File: src/rtl/port_b_mode1_handshake_if.sv
// Port B Mode 1 handshake bundle: CPU-side strobes and data, port B pins
// and the port C handshake bits (PC0 INTR, PC1 IBF/OBF_n, PC2 STB_n/ACK_n).
interface port_b_mode1_handshake_if #(
    parameter int DATA_W = 8
);
    logic              mode1_en;
    logic              dir_in;
    logic              inte_wr;
    logic              inte_val;
    logic              cpu_wr;
    logic              cpu_rd;
    logic [DATA_W-1:0] cpu_din;
    logic [DATA_W-1:0] cpu_dout;
    logic [DATA_W-1:0] pb_in;
    logic [DATA_W-1:0] pb_out;
    logic              pb_oe;
    logic              stb_n;
    logic              ack_n;
    logic              ibf;
    logic              obf_n;
    logic              intr;

    // Control/peripheral side: drives the strobes, watches the flags.
    modport master (
        output mode1_en, dir_in, inte_wr, inte_val, cpu_wr, cpu_rd, cpu_din,
               pb_in, stb_n, ack_n,
        input  cpu_dout, pb_out, pb_oe, ibf, obf_n, intr
    );

    // Handshake engine side.
    modport slave (
        input  mode1_en, dir_in, inte_wr, inte_val, cpu_wr, cpu_rd, cpu_din,
               pb_in, stb_n, ack_n,
        output cpu_dout, pb_out, pb_oe, ibf, obf_n, intr
    );
endinterface

File: src/rtl/port_b_mode1_handshake.sv
// Strobed (Mode 1) handshake engine for PPI port B.
// Input direction latches pin data on a STB_n fall and raises IBF/INTR;
// output direction holds CPU data, drives OBF_n low and waits for ACK_n.
// STB_n/ACK_n are asynchronous and pass through a synchronizer; edge
// detection stays masked until the synchronizer has been refilled with real
// pin samples after reset, so a line already low at release is not mistaken
// for a fresh fall.
module port_b_mode1_handshake #(
    parameter int DATA_W      = 8,
    parameter int SYNC_STAGES = 2
) (
    input logic                     clk,
    input logic                     rst_n,
    port_b_mode1_handshake_if.slave bus
);
    localparam int PRIME_CYC = SYNC_STAGES + 1;
    localparam int PRIME_W   = $clog2(PRIME_CYC + 1);

    typedef enum logic [0:0] {IN_EMPTY = 1'b0, IN_FULL = 1'b1} in_state_t;
    typedef enum logic [1:0] {OUT_EMPTY = 2'd0, OUT_FULL = 2'd1, OUT_ACKED = 2'd2} out_state_t;

    in_state_t         in_state_r,  in_state_nx_s;
    out_state_t        out_state_r, out_state_nx_s;
    logic [DATA_W-1:0] cpu_dout_r,  cpu_dout_nx_s;
    logic [DATA_W-1:0] pb_out_r,    pb_out_nx_s;
    logic              ibf_r,       ibf_nx_s;
    logic              obf_n_r,     obf_n_nx_s;
    logic              intr_r,      intr_fsm_s,  intr_nx_s;
    logic              inte_r,      inte_nx_s;
    logic              pb_oe_r;
    logic              dir_r;

    logic [SYNC_STAGES-1:0] stb_sync_r;
    logic [SYNC_STAGES-1:0] ack_sync_r;
    logic                   stb_d_r;
    logic                   ack_d_r;
    logic [PRIME_W-1:0]     prime_cnt_r;
    logic                   primed_s;
    logic                   stb_fall_s, stb_rise_s;
    logic                   ack_fall_s, ack_rise_s;
    logic                   reconf_s;
    logic                   inte_clr_s;

    assign primed_s   = (prime_cnt_r == PRIME_W'(PRIME_CYC));
    assign stb_fall_s = primed_s &  stb_d_r & ~stb_sync_r[SYNC_STAGES-1];
    assign stb_rise_s = primed_s & ~stb_d_r &  stb_sync_r[SYNC_STAGES-1];
    assign ack_fall_s = primed_s &  ack_d_r & ~ack_sync_r[SYNC_STAGES-1];
    assign ack_rise_s = primed_s & ~ack_d_r &  ack_sync_r[SYNC_STAGES-1];

    // Leaving Mode 1 or flipping direction abandons any handshake in flight.
    assign reconf_s   = ~bus.mode1_en | (bus.dir_in ^ dir_r);
    assign inte_clr_s = bus.inte_wr & ~bus.inte_val;
    assign intr_nx_s  = intr_fsm_s & ~inte_clr_s;

    // Synchronize the peripheral strobes and track synchronizer refill after reset.
    always_ff @(posedge clk or negedge rst_n) begin
        if (!rst_n) begin
            stb_sync_r  <= {SYNC_STAGES{1'b1}};
            ack_sync_r  <= {SYNC_STAGES{1'b1}};
            stb_d_r     <= 1'b1;
            ack_d_r     <= 1'b1;
            prime_cnt_r <= {PRIME_W{1'b0}};
        end else begin
            stb_sync_r <= {stb_sync_r[SYNC_STAGES-2:0], bus.stb_n};
            ack_sync_r <= {ack_sync_r[SYNC_STAGES-2:0], bus.ack_n};
            stb_d_r    <= stb_sync_r[SYNC_STAGES-1];
            ack_d_r    <= ack_sync_r[SYNC_STAGES-1];
            if (!primed_s) begin
                prime_cnt_r <= prime_cnt_r + PRIME_W'(1);
            end
        end
    end

    // Handshake state, latches and flags register.
    always_ff @(posedge clk or negedge rst_n) begin
        if (!rst_n) begin
            in_state_r  <= IN_EMPTY;
            out_state_r <= OUT_EMPTY;
            cpu_dout_r  <= {DATA_W{1'b0}};
            pb_out_r    <= {DATA_W{1'b0}};
            ibf_r       <= 1'b0;
            obf_n_r     <= 1'b1;
            intr_r      <= 1'b0;
            inte_r      <= 1'b0;
            pb_oe_r     <= 1'b0;
            dir_r       <= 1'b0;
        end else begin
            in_state_r  <= in_state_nx_s;
            out_state_r <= out_state_nx_s;
            cpu_dout_r  <= cpu_dout_nx_s;
            pb_out_r    <= pb_out_nx_s;
            ibf_r       <= ibf_nx_s;
            obf_n_r     <= obf_n_nx_s;
            intr_r      <= intr_nx_s;
            inte_r      <= inte_nx_s;
            pb_oe_r     <= bus.mode1_en & ~bus.dir_in;
            dir_r       <= bus.dir_in;
        end
    end

    // Next-state and flag logic for both handshake directions.
    always_comb begin
        in_state_nx_s  = in_state_r;
        out_state_nx_s = out_state_r;
        cpu_dout_nx_s  = cpu_dout_r;
        pb_out_nx_s    = pb_out_r;
        ibf_nx_s       = ibf_r;
        obf_n_nx_s     = obf_n_r;
        intr_fsm_s     = intr_r;
        inte_nx_s      = inte_r;

        if (bus.inte_wr) begin
            inte_nx_s = bus.inte_val;
        end else begin
            inte_nx_s = inte_r;
        end

        if (reconf_s) begin
            in_state_nx_s  = IN_EMPTY;
            out_state_nx_s = OUT_EMPTY;
            ibf_nx_s       = 1'b0;
            obf_n_nx_s     = 1'b1;
            intr_fsm_s     = 1'b0;
        end else if (bus.dir_in) begin
            case (in_state_r)
                IN_EMPTY: begin
                    if (stb_fall_s) begin
                        cpu_dout_nx_s = bus.pb_in;
                        ibf_nx_s      = 1'b1;
                        in_state_nx_s = IN_FULL;
                    end else begin
                        in_state_nx_s = IN_EMPTY;
                    end
                end
                IN_FULL: begin
                    if (stb_fall_s) begin
                        // Overrun relatch; a coincident read only clears intr.
                        cpu_dout_nx_s = bus.pb_in;
                        ibf_nx_s      = 1'b1;
                        if (bus.cpu_rd) begin
                            intr_fsm_s = 1'b0;
                        end else begin
                            intr_fsm_s = intr_r;
                        end
                    end else if (bus.cpu_rd) begin
                        ibf_nx_s      = 1'b0;
                        intr_fsm_s    = 1'b0;
                        in_state_nx_s = IN_EMPTY;
                    end else if (stb_rise_s && inte_r) begin
                        intr_fsm_s = 1'b1;
                    end else begin
                        in_state_nx_s = IN_FULL;
                    end
                end
                default: begin
                    in_state_nx_s = IN_EMPTY;
                end
            endcase
        end else begin
            if (bus.cpu_wr) begin
                // A CPU write overrides any coincident acknowledge edge.
                pb_out_nx_s    = bus.cpu_din;
                obf_n_nx_s     = 1'b0;
                intr_fsm_s     = 1'b0;
                out_state_nx_s = OUT_FULL;
            end else begin
                case (out_state_r)
                    OUT_FULL: begin
                        if (ack_fall_s) begin
                            obf_n_nx_s     = 1'b1;
                            out_state_nx_s = OUT_ACKED;
                        end else begin
                            out_state_nx_s = OUT_FULL;
                        end
                    end
                    OUT_ACKED: begin
                        if (ack_rise_s) begin
                            intr_fsm_s     = inte_r;
                            out_state_nx_s = OUT_EMPTY;
                        end else begin
                            out_state_nx_s = OUT_ACKED;
                        end
                    end
                    OUT_EMPTY: begin
                        out_state_nx_s = OUT_EMPTY;
                    end
                    default: begin
                        out_state_nx_s = OUT_EMPTY;
                    end
                endcase
            end
        end
    end

    assign bus.cpu_dout = cpu_dout_r;
    assign bus.pb_out   = pb_out_r;
    assign bus.pb_oe    = pb_oe_r;
    assign bus.ibf      = ibf_r;
    assign bus.obf_n    = obf_n_r;
    assign bus.intr     = intr_r;
endmodule

File: src/flat_wrapper.sv
// flat-port wrapper written by rule: the top's interface ports become plain ports
module port_b_mode1_handshake_flat 
#(
    parameter int DATA_W      = 8,
    parameter int SYNC_STAGES = 2
)
  (clk, rst_n, bus_mode1_en, bus_dir_in, bus_inte_wr, bus_inte_val, bus_cpu_wr, bus_cpu_rd, bus_cpu_din, bus_pb_in, bus_stb_n, bus_ack_n, bus_cpu_dout, bus_pb_out, bus_pb_oe, bus_ibf, bus_obf_n, bus_intr);
  port_b_mode1_handshake_if #(.DATA_W(DATA_W)) bus_i ();
  input logic clk;
  input logic rst_n;
  input wire logic [$bits(bus_i.mode1_en)-1:0] bus_mode1_en;
  input wire logic [$bits(bus_i.dir_in)-1:0] bus_dir_in;
  input wire logic [$bits(bus_i.inte_wr)-1:0] bus_inte_wr;
  input wire logic [$bits(bus_i.inte_val)-1:0] bus_inte_val;
  input wire logic [$bits(bus_i.cpu_wr)-1:0] bus_cpu_wr;
  input wire logic [$bits(bus_i.cpu_rd)-1:0] bus_cpu_rd;
  input wire logic [$bits(bus_i.cpu_din)-1:0] bus_cpu_din;
  input wire logic [$bits(bus_i.pb_in)-1:0] bus_pb_in;
  input wire logic [$bits(bus_i.stb_n)-1:0] bus_stb_n;
  input wire logic [$bits(bus_i.ack_n)-1:0] bus_ack_n;
  output wire logic [$bits(bus_i.cpu_dout)-1:0] bus_cpu_dout;
  output wire logic [$bits(bus_i.pb_out)-1:0] bus_pb_out;
  output wire logic [$bits(bus_i.pb_oe)-1:0] bus_pb_oe;
  output wire logic [$bits(bus_i.ibf)-1:0] bus_ibf;
  output wire logic [$bits(bus_i.obf_n)-1:0] bus_obf_n;
  output wire logic [$bits(bus_i.intr)-1:0] bus_intr;
  assign bus_i.mode1_en = bus_mode1_en;
  assign bus_i.dir_in = bus_dir_in;
  assign bus_i.inte_wr = bus_inte_wr;
  assign bus_i.inte_val = bus_inte_val;
  assign bus_i.cpu_wr = bus_cpu_wr;
  assign bus_i.cpu_rd = bus_cpu_rd;
  assign bus_i.cpu_din = bus_cpu_din;
  assign bus_i.pb_in = bus_pb_in;
  assign bus_i.stb_n = bus_stb_n;
  assign bus_i.ack_n = bus_ack_n;
  assign bus_cpu_dout = bus_i.cpu_dout;
  assign bus_pb_out = bus_i.pb_out;
  assign bus_pb_oe = bus_i.pb_oe;
  assign bus_ibf = bus_i.ibf;
  assign bus_obf_n = bus_i.obf_n;
  assign bus_intr = bus_i.intr;
  port_b_mode1_handshake #(.DATA_W(DATA_W), .SYNC_STAGES(SYNC_STAGES)) u_core (.clk(clk), .rst_n(rst_n), .bus(bus_i));
endmodule
File: config.mk
export PLATFORM = sky130hd
export DESIGN_NAME = port_b_mode1_handshake_flat
export DESIGN_NICKNAME = d
export VERILOG_FILES = /design/src/rtl/port_b_mode1_handshake_if.sv /design/src/rtl/port_b_mode1_handshake.sv /design/src/flat_wrapper.sv
export SDC_FILE = /design/constraint.sdc
export NUM_CORES = 1
export LEC_CHECK = 0
export BUFFER_PORTS_ARGS = -buffer_cell sky130_fd_sc_hd__buf_2
export CAP_MARGIN = 20
export CORE_ASPECT_RATIO = 0.7
export CORE_UTILIZATION = 43
export CTS_CLUSTER_DIAMETER = 60
export DETAILED_ROUTE_END_ITERATION = 6
export PLACE_DENSITY = 0.72
export SETUP_SLACK_MARGIN = 0.3
export SLEW_MARGIN = 20
export SYNTH_ARGS = -nofsm -noshare
export SYNTH_HDL_FRONTEND = slang
export SYNTH_SLANG_ARGS = --single-unit
File: constraint.sdc
create_clock -name clk -period 1.7 [get_ports clk]
set_clock_uncertainty 0.15 [all_clocks]
set_input_delay 0.17 -clock clk [delete_from_list [all_inputs] [get_ports clk]]
set_output_delay 0.17 -clock clk [all_outputs]
set_load 0.05 [all_outputs]
# Word level (Yosys, flattened, before mapping)
# Cells that the tools add are included.
op_classes:
  n_addsub: 1
  eq_ne: 6
  n_mux: 34
  bitwise_logic: 23
  n_reduce_logical: 8
ops:
  columns: ["cell", "count"]
  rows:
  - ["1-bit two-way mux", 25]
  - ["3-bit AND reduction", 4]
  - ["1-bit bitwise AND", 11]
  - ["2-bit two-way mux", 5]
  - ["1-bit inverter", 10]
  - ["8-bit two-way mux", 1]
  - ["3-bit nonzero test", 2]
  - ["2-bit equality test, second input constant", 2]
  - ["4-bit inequality test, second input constant", 1]
  - ["1-bit one-hot mux with 2 select lines", 2]
  - ["2-bit one-hot mux with 2 select lines", 1]
  - ["3-bit by 1-bit inequality test with 1-bit output, second input constant", 1]
  - ["2-bit by 1-bit adder with 2-bit output, second input constant", 1]
  - ["2-bit by 1-bit equality test with 1-bit output, second input constant", 1]
  - ["2-bit by 1-bit inequality test with 1-bit output, second input constant", 1]
  - ["2-bit nonzero test", 1]
  - ["1-bit logical AND", 1]
  - ["1-bit OR", 1]
  - ["1-bit bitwise XOR", 1]
word_totals:
  reg_bits: 33
  input_bits: 26
  output_inout_bits: 20
  word_cells: 87

# Longest topological paths before layout
# Gate-level depths: netlist of run 1.
logic_depth:
  depth_word: 11
  mapped_depth: 6
  mapped_depth_nobuf: 5

# Least setup slack after synthesis of run 1
# No wires, ideal clock.
synth_path:
  kind: "reg2reg"
  startpoint: "register u_core.prime_cnt_r[0]"
  endpoint: "register u_core.cpu_dout_r[0] (netlist: u_core.bus.cpu_dout[0])"
  setup_time_ns: 0.125
  arrival_ns: 1.455
  t_required_ns: 1.425
  slack_ns: -0.030
  path_stages_with_launch: 7
  n_path_buf: 2
  period_less_slack_ns: 1.730
  cell_sequence: "dfrtp_1 > ha_1 > buf_2 > nor2b_2 > and3_4 > buf_12 > mux2_4"
synth_between:
  elab_chain_cells: 4
synth_lines:
  columns: ["element", "line_no", "rtl"]
  rows:
  - ["start: declaration", "port_b_mode1_handshake.sv:37", "logic [PRIME_W-1:0] prime_cnt_r;"]
  - ["start signal: assignment", "port_b_mode1_handshake.sv:62", "prime_cnt_r <= {PRIME_W{1'b0}};"]
  - ["start signal: assignment", "port_b_mode1_handshake.sv:69", "prime_cnt_r <= prime_cnt_r + PRIME_W'(1);"]
  - ["2-bit equality test", "port_b_mode1_handshake.sv:44", "assign primed_s = (prime_cnt_r == PRIME_W'(PRIME_CYC));"]
  - ["1-bit bitwise AND (2 in series)", "port_b_mode1_handshake.sv:45", "assign stb_fall_s = primed_s & stb_d_r & ~stb_sync_r[SYNC_STAGES-1];"]
  - ["3-bit AND reduction (no source line)", null, null]
  - ["end signal: assignment", "port_b_mode1_handshake.sv:79", "cpu_dout_r <= {DATA_W{1'b0}};"]
  - ["end signal: assignment", "port_b_mode1_handshake.sv:90", "cpu_dout_r <= cpu_dout_nx_s;"]
  - ["end: declaration", "port_b_mode1_handshake.sv:24", "logic [DATA_W-1:0] cpu_dout_r, cpu_dout_nx_s;"]
# Every way passes these cells.
# A chain may end at the register's enable or synchronous reset.

# Worst setup path in the final report of run 1
layout_path:
  startpoint: "register u_core.prime_cnt_r[0]"
  endpoint: "register u_core.cpu_dout_r[5] (netlist: u_core.bus.cpu_dout[5])"
# The elaborated chain is that of the path after synthesis.

==> results of run 1 <==
[sequential cells by signal (all words and copies together) (netlist names), 2 cells and up]
| name | cells |
|---|---|
| u_core.ack_sync_r | 2 |
| u_core.stb_sync_r | 2 |
| u_core.prime_cnt_r | 2 |
| u_core.bus.pb_out | 8 |
| u_core.bus.cpu_dout | 8 |
| u_core.out_state_r | 2 |
[layout make-up]
class	count	area share [%]
flip-flops and latches	33	38.7
clock buffers	7	3.54
multi-input cells	57	30.0
clock inverters	1	0.232
inverters	3	0.522
well taps	36	2.09
repair buffers	77	25.0
[routing by layer]
metal  global-route usage [%]  wire (µm)  vias to the layer above
met3                     5.32        200                        6
met2                     32.5       1650                       42
li1                         -          -                      503
met4                     7.00         34                        0
met1                     25.0       1410                      534
met5                        0          0                        -
[power by group through the flow]
stage / Combinational, mW / Sequential, mW / Clock (mW)
6_report: 0.694 / 0.962 / 0.542
5_1_grt: 0.724 / 0.972 / 0.594
4_1_cts: 0.685 / 0.958 / 0.557
3_5_place_dp: 0.645 / 0.964 / 0
3_3_place_gp: 0.634 / 0.962 / 0
2_1_floorplan: 0.161 / 1.28 / 0
[synthesized netlist by cell type, drive strengths merged]
| cell | n | share of area (%) |
|---|---|---|
| mux2 | 18 | 17 |
| dfstp | 7 | 13 |
| a211oi | 1 | 0.53 |
| o21ai | 2 | 0.71 |
| and4b | 1 | 0.71 |
| nand2 | 4 | 1.1 |
| ha | 3 | 2.7 |
| and3 | 2 | 1.2 |
| and2 | 1 | 0.44 |
| a2bb2oi | 2 | 1.2 |
| o22ai | 1 | 0.44 |
| mux2i | 1 | 0.71 |
| buf | 4 | 3.1 |
| nand4b | 2 | 1.2 |
| a31oi | 1 | 0.44 |
| xnor2 | 1 | 0.62 |
| nand3 | 1 | 0.35 |
| a21o | 2 | 1.2 |
| dfrtp | 26 | 46 |
| nor2b | 2 | 1.1 |
| nor3b | 1 | 0.89 |
| a21oi | 3 | 1.1 |
| nand3b | 2 | 1.1 |
| o41ai | 1 | 0.62 |
| a32oi | 1 | 0.62 |
| nand2b | 3 | 1.5 |
| inv | 3 | 0.80 |
[cells by family after synthesis]
| logic type | after synthesis | share of synthesized area, % |
|---|---|---|
| buf+inv | 7 | 3.90 |
| mux | 19 | 17.2 |
| simple gates | 19 | 9.58 |
| flops | 33 | 59.2 |
| compound gates | 14 | 6.83 |
| fa+ha+maj | 3 | 2.66 |
| xor+xnor | 1 | 0.621 |
[metrics by stage]
stage	area [µm²]	std cells	hold WS (ns)
finish	2160	214	0.0131
floorplan	1460	96	-0.276
global placement	1720	177	0.106
global route	2160	214	0.0217
CTS	2050	211	0.00273
detailed placement	1720	177	0.109
[worst max path at each step]
| stage | startpoint | end | slack, ns |
|---|---|---|---|
| after floorplan | u_core.prime_cnt_r[0] | u_core.bus.cpu_dout[0] | 0.07 |
| after detailed placement | u_core.prime_cnt_r[0] | u_core.bus.cpu_dout[5] | 0.13 |
| final | u_core.prime_cnt_r[0] | u_core.bus.cpu_dout[5] | 0.14 |
| after CTS | u_core.prime_cnt_r[1] | u_core.bus.cpu_dout[5] | 0.18 |
| after global routing | u_core.prime_cnt_r[0] | u_core.bus.cpu_dout[3] | 0.10 |
| after global placement | u_core.prime_cnt_r[0] | u_core.bus.cpu_dout[3] | 0.15 |
[worst max-delay path, delay by kind of cell (launching register included)]
kind / cells / cell delay (ns)
flops: 1 / 0.40
mux: 1 / 0.31
fa+ha+maj: 1 / 0.16
simple gates: 2 / 0.43
[timing repair]
item / in CTS / in global routing
pin swaps: 1 / 3
cloned: 1 / 0
resized for setup: 1 / 16
hold buffers: 22 / 0
setup buffers: 3 / 3
endpoints found under the setup margin: 18 / 21
endpoints found under the hold margin: 49 / 0
==> impl_metrics.csv, run 1 <==
group,metric,value,unit
timing,worstMarginPinSlew,0.704,ns
logic_synthesis,ys_warn_count,0,
setup_path,crit_path_top_delay_cell,"dfrtp_1",
clocking,cts_tree,"built",
routing,drt-total-wl,3.30,mm
routing,drt.antenna.violating_nets,0,
timing,slew_headroom,53.1,%
hold_path,hold_class,"in2reg",
timing,fmax,642,MHz
floorplan,die_h,49.9,µm
final_layout,fillers,184,
pwr,p_leak,1.02,nW
pwr,power_frac_seq,43.8,%
pwr,p_int,1.44,mW
timing,finalHoldViolations,0,
setup_path,cp.arrival,1.56,ns
timing,slew_viol_final,0,
logic_synthesis,syn_inst,96,
logic_synthesis,synth_cell_types,36,
pwr,power,2.20,mW
global_routing,grt_pass1_vias,1099,
pwr,p_comb_share,31.6,%
pwr,power_switching,762,µW
final_layout,multi_input_area,647,µm²
logic_synthesis,yosys_register_bits,33,
timing,rsz0062_at_grt,"true",
hold_path,holdPathStages,2,
clocking,clock_path_buffers,2,
setup_path,r2r-end,"u_core.bus.cpu_dout[5]",
setup_path,cpPeakStageDelay,0.40,ns
final_layout,seq_area,835,µm²
placement,dp_hpwl,1.96,mm
setup_path,path_cells,"ha_4 > nor2b_4 > and3_4 > mux2_4",
timing,fin_crit_sh,91.6,%
clocking,clock_latency,0.28,ns
floorplan,fp-row-count,16,
final_layout,num_antenna_cells,0,
hold_path,min_to,"u_core.inte_r",
routing,drc,0,
placement,place_ws,0.127,ns
setup_path,cp_max_fo,5,
global_routing,grt_pass1_wl,5.13,mm
final_layout,fin_util,73.3,%
global_routing,grt.total_usage,19.7,%
floorplan,initial_utilization,47.9,%
setup_path,crit_type,"reg2reg",
logic_synthesis,syn-num-nets,125,
clocking,cts-root-buf,"clkbuf_8",
pwr,clkPwrFrac,24.7,%
clocking,clkSinkCount,33,
logic_synthesis,synth_area_per_cell,14.7,µm²
clocking,htreeDepth,2,
setup_path,reg2reg_depth,4,
floorplan,io_pins,46,
global_routing,grt_max_degree,34,
outcome,status,"complete, no violations",
global_routing,antenna_found_initial,0,
timing,period_needed,1.56,ns
final_layout,syn2layout_area_growth,53.1,%
placement,port_buffers,45,
placement,place_congestion,0.731,
routing,vias,1085,
final_layout,layout_commonest_cell,"buf_2",
routing,drt_iter0_drc,54,
final_layout,layout_common_cells,"buf_2 (44), dfrtp_1 (26), dlygate4sd3_1 (22)",
pwr,irDropWorstVdd,0.692,mV
routing,wl_per_cell,15.4,µm
routing,firstDrtPassIters,4,
floorplan,coreArea,0.00294,mm²
clocking,path_clk_slew,0.06,ns
flow_run,max-cap-violations,0,
floorplan,die_area,0.00352,mm²
pwr,power.density,1020,mW/mm²
hold_path,min_from,"bus_inte_wr",
pwr,swShare,34.7,%
setup_path,worstReg2RegStart,"u_core.prime_cnt_r[0]",
final_layout,nets,206,
setup_path,critPathLaunchType,"flop",
timing,setup_viol,0,
timing,setup_ws,0.143,ns
logic_synthesis,yosysSeqAreaShare,59.2,%
setup_path,rrSetupSlack,0.14,ns
global_routing,gr-total-overflow,0,
timing,fin_setup_tns,0,ns
routing,viasPerCell,5.07,
setup_path,end_kind,"flop",
clocking,cts_made_buffers,5,
setup_path,worstPathRequired,1.71,ns
floorplan,dieWidth,70.4,µm
final_layout,drive_gt1_share,57.9,%
logic_synthesis,netlist_area,0.00141,mm²
Power figures use the tool's default switching activity.
==> run 2, diff against run 1 <==
BUFFER_PORTS_ARGS = default   (was -buffer_cell sky130_fd_sc_hd__buf_2)
CELL_PAD_IN_SITES_DETAIL_PLACEMENT = 0   (was default)
CELL_PAD_IN_SITES_GLOBAL_PLACEMENT = 1   (was default)
CTS_CLUSTER_SIZE = 14   (was default)
DONT_BUFFER_PORTS = 1   (was default)
==> impl_metrics.csv, run 2 (synthesized netlist as in run 1, its figures left out) <==
group,metric,value,unit
timing,fmax,655,MHz
floorplan,initial_utilization,47.9,%
final_layout,layout_commonest_cell,"dfrtp_1",
routing,vias,963,
timing,fin_crit_sh,89.9,%
final_layout,fin_util,71.8,%
timing,slew_viol_final,0,
timing,worstMarginPinSlew,0.484,ns
final_layout,syn2layout_area_growth,49.9,%
global_routing,antenna_found_initial,0,
pwr,p_leak,0.950,nW
clocking,path_clk_slew,0.06,ns
setup_path,critPathLaunchType,"flop",
timing,rsz0062_at_grt,"true",
final_layout,multi_input_area,624,µm²
timing,finalHoldViolations,0,
routing,drt-total-wl,3.10,mm
timing,slew_headroom,67.8,%
routing,drc,0,
timing,fin_hold_ws,0.00683,ns
clocking,clock_latency,0.27,ns
routing,drt.antenna.violating_nets,0,
clocking,clock_path_buffers,2,
global_routing,grt_max_degree,34,
floorplan,die_area,0.00352,mm²
placement,port_buffers,0,
final_layout,nets,181,
global_routing,grt.total_usage,19.5,%
timing,period_needed,1.53,ns
final_layout,seq_area,835,µm²
final_layout,fillers,200,
setup_path,end_kind,"flop",
floorplan,die_h,49.9,µm
clocking,htreeDepth,2,
flow_run,max-cap-violations,0,
clocking,clkSinkCount,33,
clocking,cts_made_buffers,5,
setup_path,crit_type,"reg2reg",
outcome,status,"complete, no violations",
timing,fin_setup_tns,0,ns
routing,firstDrtPassIters,4,
pwr,power,2.43,mW
floorplan,io_pins,46,
routing,wl_per_cell,16.4,µm
pwr,power.density,1150,mW/mm²
final_layout,layout_common_cells,"dfrtp_1 (26), dlygate4sd3_1 (25), buf_4 (24)",
pwr,irDropWorstVdd,0.623,mV
placement,dp_hpwl,1.92,mm
timing,setup_viol,0,
setup_path,cp.arrival,1.54,ns
clocking,cts-root-buf,"clkbuf_8",
clocking,cts_tree,"built",
final_layout,drive_gt1_share,49.0,%
setup_path,cp_max_fo,5,
floorplan,coreArea,0.00294,mm²
setup_path,worstPathRequired,1.71,ns
placement,place_congestion,0.828,
global_routing,gr-total-overflow,0,
routing,viasPerCell,5.10,
floorplan,dieWidth,70.4,µm
global_routing,grt_pass1_wl,5.08,mm
global_routing,grt_pass1_vias,1077,
hold_path,hold_class,"in2reg",
routing,drt_iter0_drc,25,
final_layout,num_antenna_cells,0,
floorplan,fp-row-count,16,
## run 2: what timing repair did
action | 4_1_cts | 5_1_grt
setup endpoints to repair | 18 | 22
hold buffers | 26 | 0
resized for setup | 2 | 9
pin swaps | 4 | 5
buffers inserted | 4 | 1
gates cloned | 1 | 0
hold endpoints to repair | 59 | 0
## run 2: worst max-delay path, cell delays in order (launching register included)
cell	delay, ns
dfrtp_1	0.36
ha_2	0.18
nor2b_4	0.15
and3_4	0.26
mux2_4	0.31
## run 2: stage by stage
stage	worst slack, ns	instance area [µm²]	std cells
floorplan	0.0748	1460	96
detailed placement	0.139	1620	149
CTS	0.188	2050	188
finish	0.173	2110	189
global placement	0.184	1620	149
global route	0.114	2110	189
## run 2: layout make-up
type                       instances  area share (%)
tap                               36            2.13
clock buffer                       7            4.09
sequential                        33            39.5
multi-input combinational         57            29.5
timing repair buffer              52            22.8
inverter                           3           0.533
clock inverter                     1            1.42
## run 2: final timing paths
path                                             from                     end  slack [ns]  depth (start not counted)
worst min-delay path                      bus_inte_wr         u_core.bus.intr       0.007                          3
max in group asynchronous                       rst_n          u_core.ack_d_r        0.96                          2
min in group asynchronous                       rst_n            u_core.dir_r        0.20                          2
worst min register to register   u_core.ack_sync_r[0]    u_core.ack_sync_r[1]        0.21                          0
worst max-delay path            u_core.prime_cnt_r[0]  u_core.bus.cpu_dout[5]        0.17                          4
worst max register to register  u_core.prime_cnt_r[0]  u_core.bus.cpu_dout[5]        0.17                          4
## run 2: report_power, final
part | total [mW] | switching [mW] | internal, mW
Sequential | 0.975 | 0.0806 | 0.894
Clock | 0.738 | 0.260 | 0.477
Combinational | 0.715 | 0.418 | 0.297
## run 2: layer usage
metal	routed length [µm]	share of wire, %	GRT usage, %
met5	0	0	0
met4	28	0.90	5.00
met3	163	5.3	6.54
met2	1590	51	33.8
met1	1310	42	23.3
